--- src/rtl/fetch_unit.sv ---
// ---------------------------------------------------------------------------
// fetch_unit
//
// Instruction-fetch stage of the RV32I core, sitting directly in front of the
// control unit. It owns the program counter, issues requests to instruction
// memory and holds each returned word until decode/execute acknowledges it.
// On every acknowledge it picks the next PC from PCSrc/ImmExt. It stops in
// HALT on a misaligned target or when memory fails to answer in time.
//
// Ports
//   clk          core clock, rising edge
//   rst          asynchronous, active-high reset
//   imem_req     fetch request, high only while fetching
//   imem_addr    fetch address, always equal to pc
//   imem_rdata   instruction word returned by memory
//   imem_rvalid  imem_rdata is valid (may arrive in the same cycle as the request)
//   instr        latched instruction presented to decode
//   instr_valid  instr is valid, high only while issuing
//   instr_ack    decode/execute consumed instr; PCSrc/ImmExt valid this cycle
//   PCSrc        branch taken, from the control unit
//   ImmExt       sign-extended branch offset
//   pc           current program counter
//   pc_plus4     pc + 4, combinational, wraps mod 2^32
//   retired      number of successfully acknowledged instructions
//   halted       high once the unit has stopped
//   fault        00 none, 01 misaligned target, 10 fetch timeout
// ---------------------------------------------------------------------------
module fetch_unit #(
  parameter logic [31:0] RESET_PC = 32'h0000_0000,
  parameter int unsigned TIMEOUT  = 16
) (
  input  logic        clk,
  input  logic        rst,
  output logic        imem_req,
  output logic [31:0] imem_addr,
  input  logic [31:0] imem_rdata,
  input  logic        imem_rvalid,
  output logic [31:0] instr,
  output logic        instr_valid,
  input  logic        instr_ack,
  input  logic        PCSrc,
  input  logic [31:0] ImmExt,
  output logic [31:0] pc,
  output logic [31:0] pc_plus4,
  output logic [31:0] retired,
  output logic        halted,
  output logic [1:0]  fault
);

  localparam logic [1:0] ST_START = 2'd0;
  localparam logic [1:0] ST_FETCH = 2'd1;
  localparam logic [1:0] ST_ISSUE = 2'd2;
  localparam logic [1:0] ST_HALT  = 2'd3;

  localparam logic [1:0] FAULT_NONE     = 2'b00;
  localparam logic [1:0] FAULT_MISALIGN = 2'b01;
  localparam logic [1:0] FAULT_TIMEOUT  = 2'b10;

  // addi x0, x0, 0 -- a harmless word for decode to see before the first fetch.
  localparam logic [31:0] NOP_INSTR = 32'h0000_0013;

  // The wait counter is compared against the last permitted FETCH cycle, so
  // a TIMEOUT of N gives exactly N request cycles before the bus fault.
  localparam logic [7:0] WAIT_LAST = 8'(TIMEOUT - 1);

  logic [1:0]  state;
  logic [7:0]  wait_cnt;
  logic [31:0] branch_target;
  logic [31:0] next_pc;
  logic        next_misaligned;
  logic        fetch_timeout;

  // Next-PC datapath. Both candidates wrap naturally in 32 bits; only the
  // low two bits matter for alignment since RV32I without C needs word targets.
  assign pc_plus4        = pc + 32'd4;
  assign branch_target   = pc + ImmExt;
  assign next_pc         = PCSrc ? branch_target : pc_plus4;
  assign next_misaligned = |next_pc[1:0];

  // A response arriving in the final wait cycle still counts, so the timeout
  // only fires when that last cycle passes without imem_rvalid.
  assign fetch_timeout = !imem_rvalid && (wait_cnt == WAIT_LAST);

  // Handshake outputs are decoded straight from the state register so that
  // an asynchronous reset drops them in the same instant state returns to START.
  assign imem_req    = (state == ST_FETCH);
  assign instr_valid = (state == ST_ISSUE);
  assign imem_addr   = pc;

  // Control FSM plus the FETCH wait counter. imem_rvalid is only looked at in
  // FETCH and instr_ack only in ISSUE; everywhere else they are ignored.
  always_ff @(posedge clk or posedge rst) begin
    if (rst) begin
      state    <= ST_START;
      wait_cnt <= 8'd0;
    end else begin
      case (state)
        ST_START: begin
          state    <= ST_FETCH;
          wait_cnt <= 8'd0;
        end
        ST_FETCH: begin
          if (imem_rvalid) begin
            state    <= ST_ISSUE;
            wait_cnt <= 8'd0;
          end else if (fetch_timeout) begin
            state <= ST_HALT;
          end else begin
            wait_cnt <= wait_cnt + 8'd1;
          end
        end
        ST_ISSUE: begin
          if (instr_ack) begin
            state <= next_misaligned ? ST_HALT : ST_FETCH;
          end
        end
        ST_HALT: begin
          state <= ST_HALT;
        end
        default: begin
          state <= ST_HALT;
        end
      endcase
    end
  end

  // Program counter and retire counter. Both move only on an accepted,
  // aligned acknowledge; a misaligned target leaves pc pointing at the
  // branch that produced it so the fault can be located afterwards.
  always_ff @(posedge clk or posedge rst) begin
    if (rst) begin
      pc      <= RESET_PC;
      retired <= 32'd0;
    end else if ((state == ST_ISSUE) && instr_ack && !next_misaligned) begin
      pc      <= next_pc;
      retired <= retired + 32'd1;
    end
  end

  // Instruction holding register. Loaded only when memory answers in FETCH,
  // so it stays stable throughout ISSUE and survives a timeout unchanged.
  always_ff @(posedge clk or posedge rst) begin
    if (rst) begin
      instr <= NOP_INSTR;
    end else if ((state == ST_FETCH) && imem_rvalid) begin
      instr <= imem_rdata;
    end
  end

  // Fault status. Registered and written only on the way into HALT, which is
  // the single sticky exit until the next reset.
  always_ff @(posedge clk or posedge rst) begin
    if (rst) begin
      fault  <= FAULT_NONE;
      halted <= 1'b0;
    end else if ((state == ST_FETCH) && fetch_timeout) begin
      fault  <= FAULT_TIMEOUT;
      halted <= 1'b1;
    end else if ((state == ST_ISSUE) && instr_ack && next_misaligned) begin
      fault  <= FAULT_MISALIGN;
      halted <= 1'b1;
    end
  end

endmodule

--- config.mk ---
export PLATFORM = sky130hd
export DESIGN_NAME = fetch_unit
export DESIGN_NICKNAME = d
export VERILOG_FILES = /design/src/rtl/fetch_unit.sv
export SDC_FILE = /design/constraint.sdc
export NUM_CORES = 1
export LEC_CHECK = 0
export BUFFER_PORTS_ARGS = -buffer_cell sky130_fd_sc_hd__buf_4
export CAP_MARGIN = 25
export CELL_PAD_IN_SITES_DETAIL_PLACEMENT = 1
export CELL_PAD_IN_SITES_GLOBAL_PLACEMENT = 1
export CORE_AREA = 8 8 151 153
export DETAILED_ROUTE_END_ITERATION = 12
export DIE_AREA = 0 0 159 161
export PLACE_DENSITY_LB_ADDON = 0.05
export SLEW_MARGIN = 10
export SYNTH_ARGS = -nofsm -noshare
export SYNTH_HDL_FRONTEND = slang
export SYNTH_SLANG_ARGS = --single-unit
--- constraint.sdc ---
create_clock -name clk -period 11.1 [get_ports clk]
set_input_delay 2.22 -clock clk [delete_from_list [all_inputs] [get_ports clk]]
set_output_delay 2.22 -clock clk [all_outputs]
set_load 0.02 [all_outputs]
==> impl_metrics.ini, run 1 <==
[outcome]
status = finished clean

[layout]
multi_input_comb_area_mm2 = 0.003866
fill_cells = 2373
area_growth_syn_to_layout_pct = 29.70
finalCoreUtilization = 0.4425
final-instance-count-excl-fill = 1218
area.sequential_mm2 = 0.002731
finalNetCount = 1041
final_layout_size_suffix_gt1_frac = 0.3248

[worst_hold_path]
timing.hold.worst_endpoint = retired[31]
min-delay-start = retired[31]
min_delay_path_depth = 1
worstHoldPathType = reg -> reg

[logic_synthesis]
postSynthNetCount = 851
adder_cell_fraction_of_synth_area = 0.06350
compound_cell_area_share_of_the_yosys_netlist = 0.1557
yosysSeqAreaShare = 0.3894
total_of_flip_flops_plus_latches_after_synthesis = 109
synth-xor-area-share = 0.1099
synth_top_cells_by_area = sky130_fd_sc_hd__dfrtp_1 38%, sky130_fd_sc_hd__xnor2_1 8.0%, sky130_fd_sc_hd__ha_1 6.1%, sky130_fd_sc_hd__mux2_2 5.1%, sky130_fd_sc_hd__nand2_1 3.7%
commonest_register_cell_after_synthesis = sky130_fd_sc_hd__dfrtp_1
netlist_area_mm2 = 0.007014
ys_warn_count = 0
netlist.area_leader.share = 0.3782
synth_top_family_by_area = simple AND/OR/NAND/NOR gates
synthCells = 747
synth_simple_gate_area_frac = 0.1646
syn_avg_cell_area_um2 = 9.390
synth_area_leader_cell = sky130_fd_sc_hd__dfrtp_1
number_of_distinct_standard_cells_referenced_by_the_synthesized_netlist = 60
postSynth.asyncResetShare = 1.000
muxShareOfSynthArea = 0.05708
synth_enable_flop_cells = 0

[pwr]
p_leak_nw = 4.470
clock_power_share = 0.192
switching_share = 0.4188
p_int_w = 0.001017
combPwrFrac = 0.475
power_density_mw_per_mm2 = 192.3
power_switching_w = 0.0007328
total_power_w = 0.001750
power.share.sequential = 0.332
vdd_drop_max_mv = 0.07285

[placed_design]
port_buffers = 233
finalWeightedCongestion = 0.8289
place.detailed.hpwl_mm = 17.80
numPlacedInstances = 1201

[critical_path]
worst-setup-path-type = reg -> out
worst_setup_path_end_kind = output pin
ff2ff_path_depth = 12
worst-endpoint-required_ns = 8.88
crit_path_arrival_time_ns = 3.18
critical_path.startpoint_type = flop
regToRegStartpoint = imem_addr[0]
r2r-end = imem_addr[28]
worst-path-max-fanout = 9
timing.reg2reg.setup_slack_ns = 7.74

[route]
routed_wirelength_mm = 23.29
top_layer_used = met4
wl_met3_mm = 1.136
vias = 6285
final_antenna_net_count = 0
wl_met1_mm = 10.67
detail_route.first_pass.iterations = 4
dr_wl_met2_mm = 11.19
drt_first_iter_violations = 181
via_density = 5.160
drc = 0
wl_per_cell_um = 19.12

[die]
std_cell_rows = 53
top_level_ports = 234
dieWidth_um = 159
die-area_mm2 = 0.02560
core_area_mm2 = 0.02056
die_h_um = 161
initial_utilization = 0.3412

[global_route]
pin_count_of_the_biggest_net_entering_global_routing = 58
antenna_violations_before_repair = 0
grt_pass1_wl_mm = 37.73
overflow = 0
globalRouteTotalUtil = 0.1787
vias_in_the_first_global_route = 6843

[sta]
peak_clock_frequency_supported_by_timing_ghz = 0.1852
setup_tns_final_ns = 0
report.final.slew_viol_count = 0
timing_hold_violations_final = 0
layout_min_cycle_time_ns = 5.400
rsz0062_at_grt = no
hold_ws_ns = 0.4860
worst_slew_slack_as_a_fraction_of_its_limit = 0.3947
timing.final.crit_share = 0.4865
fin_skew_ns = 0.01190
setup_viol = 0
worst_pin_slew_ns = 0.9069

[clocking]
worst_setup_hold_path_clk_slew_ns = 0.08
clock_insertion_delay_worst_skew_ns = 0.36
number_of_clock_buffers_inserted_by_tritoncts = 9
cts.path.max_buffers = 2
htree_levels = 3
tritoncts_clock_tree = built
ctsHoldBuffers = 0
postCtsSetupRepairBufs = 0
post_cts_resize_count = 0
root_buffer = sky130_fd_sc_hd__clkbuf_16
clkSinkCount = 109

[run]
maxCapViolations = 0
[power by group through the flow]
stage | sequential (W) | combinational [W] | clock [W]
CTS | 0.000584 | 0.000844 | 0.000349
detailed placement | 0.000591 | 0.000839 | 0
global placement | 0.000583 | 0.000831 | 0
finish | 0.000582 | 0.000831 | 0.000337
global route | 0.000599 | 0.000899 | 0.000361
floorplan | 0.000671 | 0.000437 | 0
[layout make-up]
class | count | area share
clock inverters | 7 | 0.008252
inverters | 19 | 0.008114
well taps | 275 | 0.03782
clock buffers | 9 | 0.02476
repair buffers | 237 | 0.1956
multi-input cells | 561 | 0.4250
diodes | 1 | 0.0002751
flip-flops and latches | 109 | 0.3002
[stage by stage]
stage          area [um^2]  setup WS [ns]
3_3_place_gp          8795          5.934
4_1_cts               9095          5.645
3_5_place_dp          8795          5.873
2_1_floorplan         7014          6.011
6_report              9097          5.700
5_1_grt               9095          5.480
[routing by layer]
layer,vias up,track usage
met5,-,0
met2,172,0.3032
met4,0,0.04631
met1,3097,0.2269
li1,2993,-
met3,23,0.03894
[worst max-delay path: stages (launching register included)]
cell                      delay, ns
sky130_fd_sc_hd__dfrtp_1       0.52
sky130_fd_sc_hd__ha_1          0.36
sky130_fd_sc_hd__nand4_1       0.28
sky130_fd_sc_hd__nor2_1        0.54
sky130_fd_sc_hd__and2_1        0.24
sky130_fd_sc_hd__nor2b_1       0.33
sky130_fd_sc_hd__nand2_1       0.17
sky130_fd_sc_hd__xnor2_1       0.19
sky130_fd_sc_hd__buf_4         0.18
[cells in the final DEF (no fill, tap or decap), drive strengths merged, types with 32 or more instances in the layout]
cell   synthesis  routed
a21oi         51      51
buf           41     237
dfrtp        106     106
ha            34      34
mux2          32      32
nand2         69      69
nand3         35      35
nor2          48      48
o21ai         46      46
xnor2         64      64
[cells in the mapped netlist (all sizes together), types with 7 or more instances]
cell type and instances:
dfrtp 106, nand2 69, xnor2 64, a21oi 51, nor2 48, o21ai 46, buf 41, nand3 35
ha 34, mux2 32, xor2 24, inv 19, clkbuf 17, a21o 16, and3 16, nand4 15
nor3 13, and2 9, a22oi 8, a31oi 7, o31ai 7
[worst max path at each step]
stage | endpoint | startpoint | slack, ns
floorplan | fault[0] | rst | 6.01
global placement | imem_addr[30] | ImmExt[0] | 5.93
detailed placement | retired[26] | ImmExt[0] | 5.87
CTS | pc_plus4[30] | imem_addr[2] | 5.64
global route | pc_plus4[18] | imem_addr[2] | 5.48
finish | pc_plus4[30] | imem_addr[2] | 5.70
[cell families (layout without fill, tap and decap cells)]
logic type               after synthesis  in the layout
AO/OA/AOI/OAI                        167            167
XOR/XNOR                              88             88
buffers and inverters                 77            272
other                                  0              1
adder cells (fa/ha/maj)               35             35
flip-flops                           109            109
multiplexers                          36             36
AND/OR/NAND/NOR                      235            235
[flip-flops by register name, summed over array words and instances (netlist names)]
| signal | count |
|---|---|
| imem_addr | 32 |
| instr | 32 |
| retired | 32 |
| wait_cnt | 8 |
| fault | 2 |
| state | 2 |
| halted | 1 |
(Power assumes the default switching activity.)
==> run 2, diff against run 1 <==
Settings changed: CORE_AREA 8 8 151 153 to 8 8 153 155, DIE_AREA 0 0 159 161 to 0 0 161 163.
Clock period 11.1 ns to 4.5 ns, I/O delays scaled along.
==> run 2 against run 1 <==
Compared with the run above: clock skew barely moved; final area rose by 0.22%; sequential power up 150%; critical path depth did not move; final cell count grew 0.33%; count of clock-buffer cells in the layout increased by 1; sequential share of layout area shrank 0.066 points; largest cell class unchanged.
==> impl_metrics.ini, run 2 (same netlist as run 1, synthesis figures left out) <==
[outcome]
status = finished clean

[sta]
rsz0062_at_grt = no
worst_slew_slack_as_a_fraction_of_its_limit = 0.3578
fin_skew_ns = 0.01206
peak_clock_frequency_supported_by_timing_ghz = 0.2506
layout_min_cycle_time_ns = 3.990
timing.final.crit_share = 0.8868
timing_hold_violations_final = 0
worst_pin_slew_ns = 0.9622
setup_viol = 0
report.final.slew_viol_count = 0
final_critical_path_setup_slack_ns = 0.5095
setup_tns_final_ns = 0

[die]
core_area_mm2 = 0.02082
top_level_ports = 234
std_cell_rows = 53
dieWidth_um = 161
initial_utilization = 0.3369
die_h_um = 163
die-area_mm2 = 0.02624

[route]
wl_per_cell_um = 19.44
routed_wirelength_mm = 23.75
vias = 6339
detail_route.first_pass.iterations = 4
drc = 0
drt_first_iter_violations = 242
final_antenna_net_count = 0
via_density = 5.187

[critical_path]
worst-path-max-fanout = 9
crit_path_arrival_time_ns = 3.09
worst_setup_path_end_kind = output pin
timing.reg2reg.setup_slack_ns = 1.06
critical_path.startpoint_type = flop
worst-setup-path-type = reg -> out
worst-endpoint-required_ns = 3.60

[pwr]
clock_power_share = 0.186
power_density_mw_per_mm2 = 472.1
power_switching_w = 0.001803
switching_share = 0.4188
total_power_w = 0.004305
power.share.sequential = 0.334
combPwrFrac = 0.480
p_leak_nw = 4.481
p_int_w = 0.002502
vdd_drop_max_mv = 0.1873

[layout]
finalNetCount = 1046
n_antenna_cell = 0
most-common-layout-cells = 242 x sky130_fd_sc_hd__buf_4, 106 x sky130_fd_sc_hd__dfrtp_1, 69 x sky130_fd_sc_hd__nand2_1
layout.cells.most_common = sky130_fd_sc_hd__buf_4
area_growth_syn_to_layout_pct = 29.99
final_layout_size_suffix_gt1_frac = 0.3273

[clocking]
cts.path.max_buffers = 2
number_of_clock_buffers_inserted_by_tritoncts = 9
worst_setup_hold_path_clk_slew_ns = 0.08
htree_levels = 3
postCtsSetupRepairBufs = 0
clock_insertion_delay_worst_skew_ns = 0.36
post_cts_resize_count = 0
clkSinkCount = 109
root_buffer = sky130_fd_sc_hd__clkbuf_16
tritoncts_clock_tree = built
ctsHoldBuffers = 0

[worst_hold_path]
worstHoldPathType = reg -> reg

[global_route]
globalRouteTotalUtil = 0.1774
antenna_violations_before_repair = 0
overflow = 0
grt_pass1_wl_mm = 38.09
vias_in_the_first_global_route = 6942
pin_count_of_the_biggest_net_entering_global_routing = 62

[run]
maxCapViolations = 0

[placed_design]
place.detailed.hpwl_mm = 18.38
port_buffers = 233
dp_worst_setup_slack_ns = 0.5149
finalWeightedCongestion = 0.8343
==> run 2: final timing paths <==
path | from | to | cells after the start
setup / recovery | imem_addr[2] | pc_plus4[18] | 8
hold / removal | retired[31] | retired[31] | 1
setup reg to reg | imem_addr[0] | imem_addr[30] | 12
hold reg to reg | retired[31] | retired[31] | 1
max in group asynchronous | rst | instr[0] | 3
min in group asynchronous | rst | imem_addr[28] | 2
==> run 2: metrics by stage <==
| step | hold slack (ns) | instances | utilization | instance area, um^2 |
|---|---|---|---|---|
| after floorplan | 0.4704 | 747 | - | 7014 |
| after global placement | 0.4708 | 1206 | 0.4242 | 8832 |
| after detailed placement | 0.4718 | 1206 | 0.4242 | 8832 |
| after CTS | 0.4843 | 1222 | 0.4379 | 9117 |
| after global routing | 0.4985 | 1222 | 0.4379 | 9117 |
| final | 0.4773 | 1222 | 0.4379 | 9117 |
==> run 2: area by class of cell <==
cell class	count	area (um^2)
clock buffers	10	229.0
clock inverters	6	56.30
fillers	2452	11710
inverters	19	73.82
multi-input cells	561	3866
flip-flops and latches	109	2731
well taps	275	344.1
repair buffers	242	1817
==> run 2: worst max-delay path, stage by stage (launching register included) <==
cell	delay (ns)
sky130_fd_sc_hd__dfrtp_1	0.52
sky130_fd_sc_hd__ha_1	0.32
sky130_fd_sc_hd__nand4_1	0.30
sky130_fd_sc_hd__nor2_1	0.49
sky130_fd_sc_hd__and3_1	0.25
sky130_fd_sc_hd__and3_1	0.29
sky130_fd_sc_hd__nand3_1	0.12
sky130_fd_sc_hd__xnor2_1	0.24
sky130_fd_sc_hd__buf_4	0.19
==> run 2: power by group through the flow <==
stage | logic [W] | clock network [W] | registers [W]
3_5_place_dp | 0.00208 | 0 | 0.00146
5_1_grt | 0.00222 | 0.000868 | 0.00148
4_1_cts | 0.00209 | 0.000833 | 0.00144
6_report | 0.00206 | 0.000801 | 0.00144
2_1_floorplan | 0.00108 | 0 | 0.00166
3_3_place_gp | 0.00205 | 0 | 0.00145
==> run 2: metal layers <==
metal,GRT usage,up-vias,routed length [um]
li1,-,3017,-
met1,0.2199,3125,10640
met2,0.3065,175,11670
met3,0.03817,22,1134
met4,0.04840,0,314
met5,0,-,0
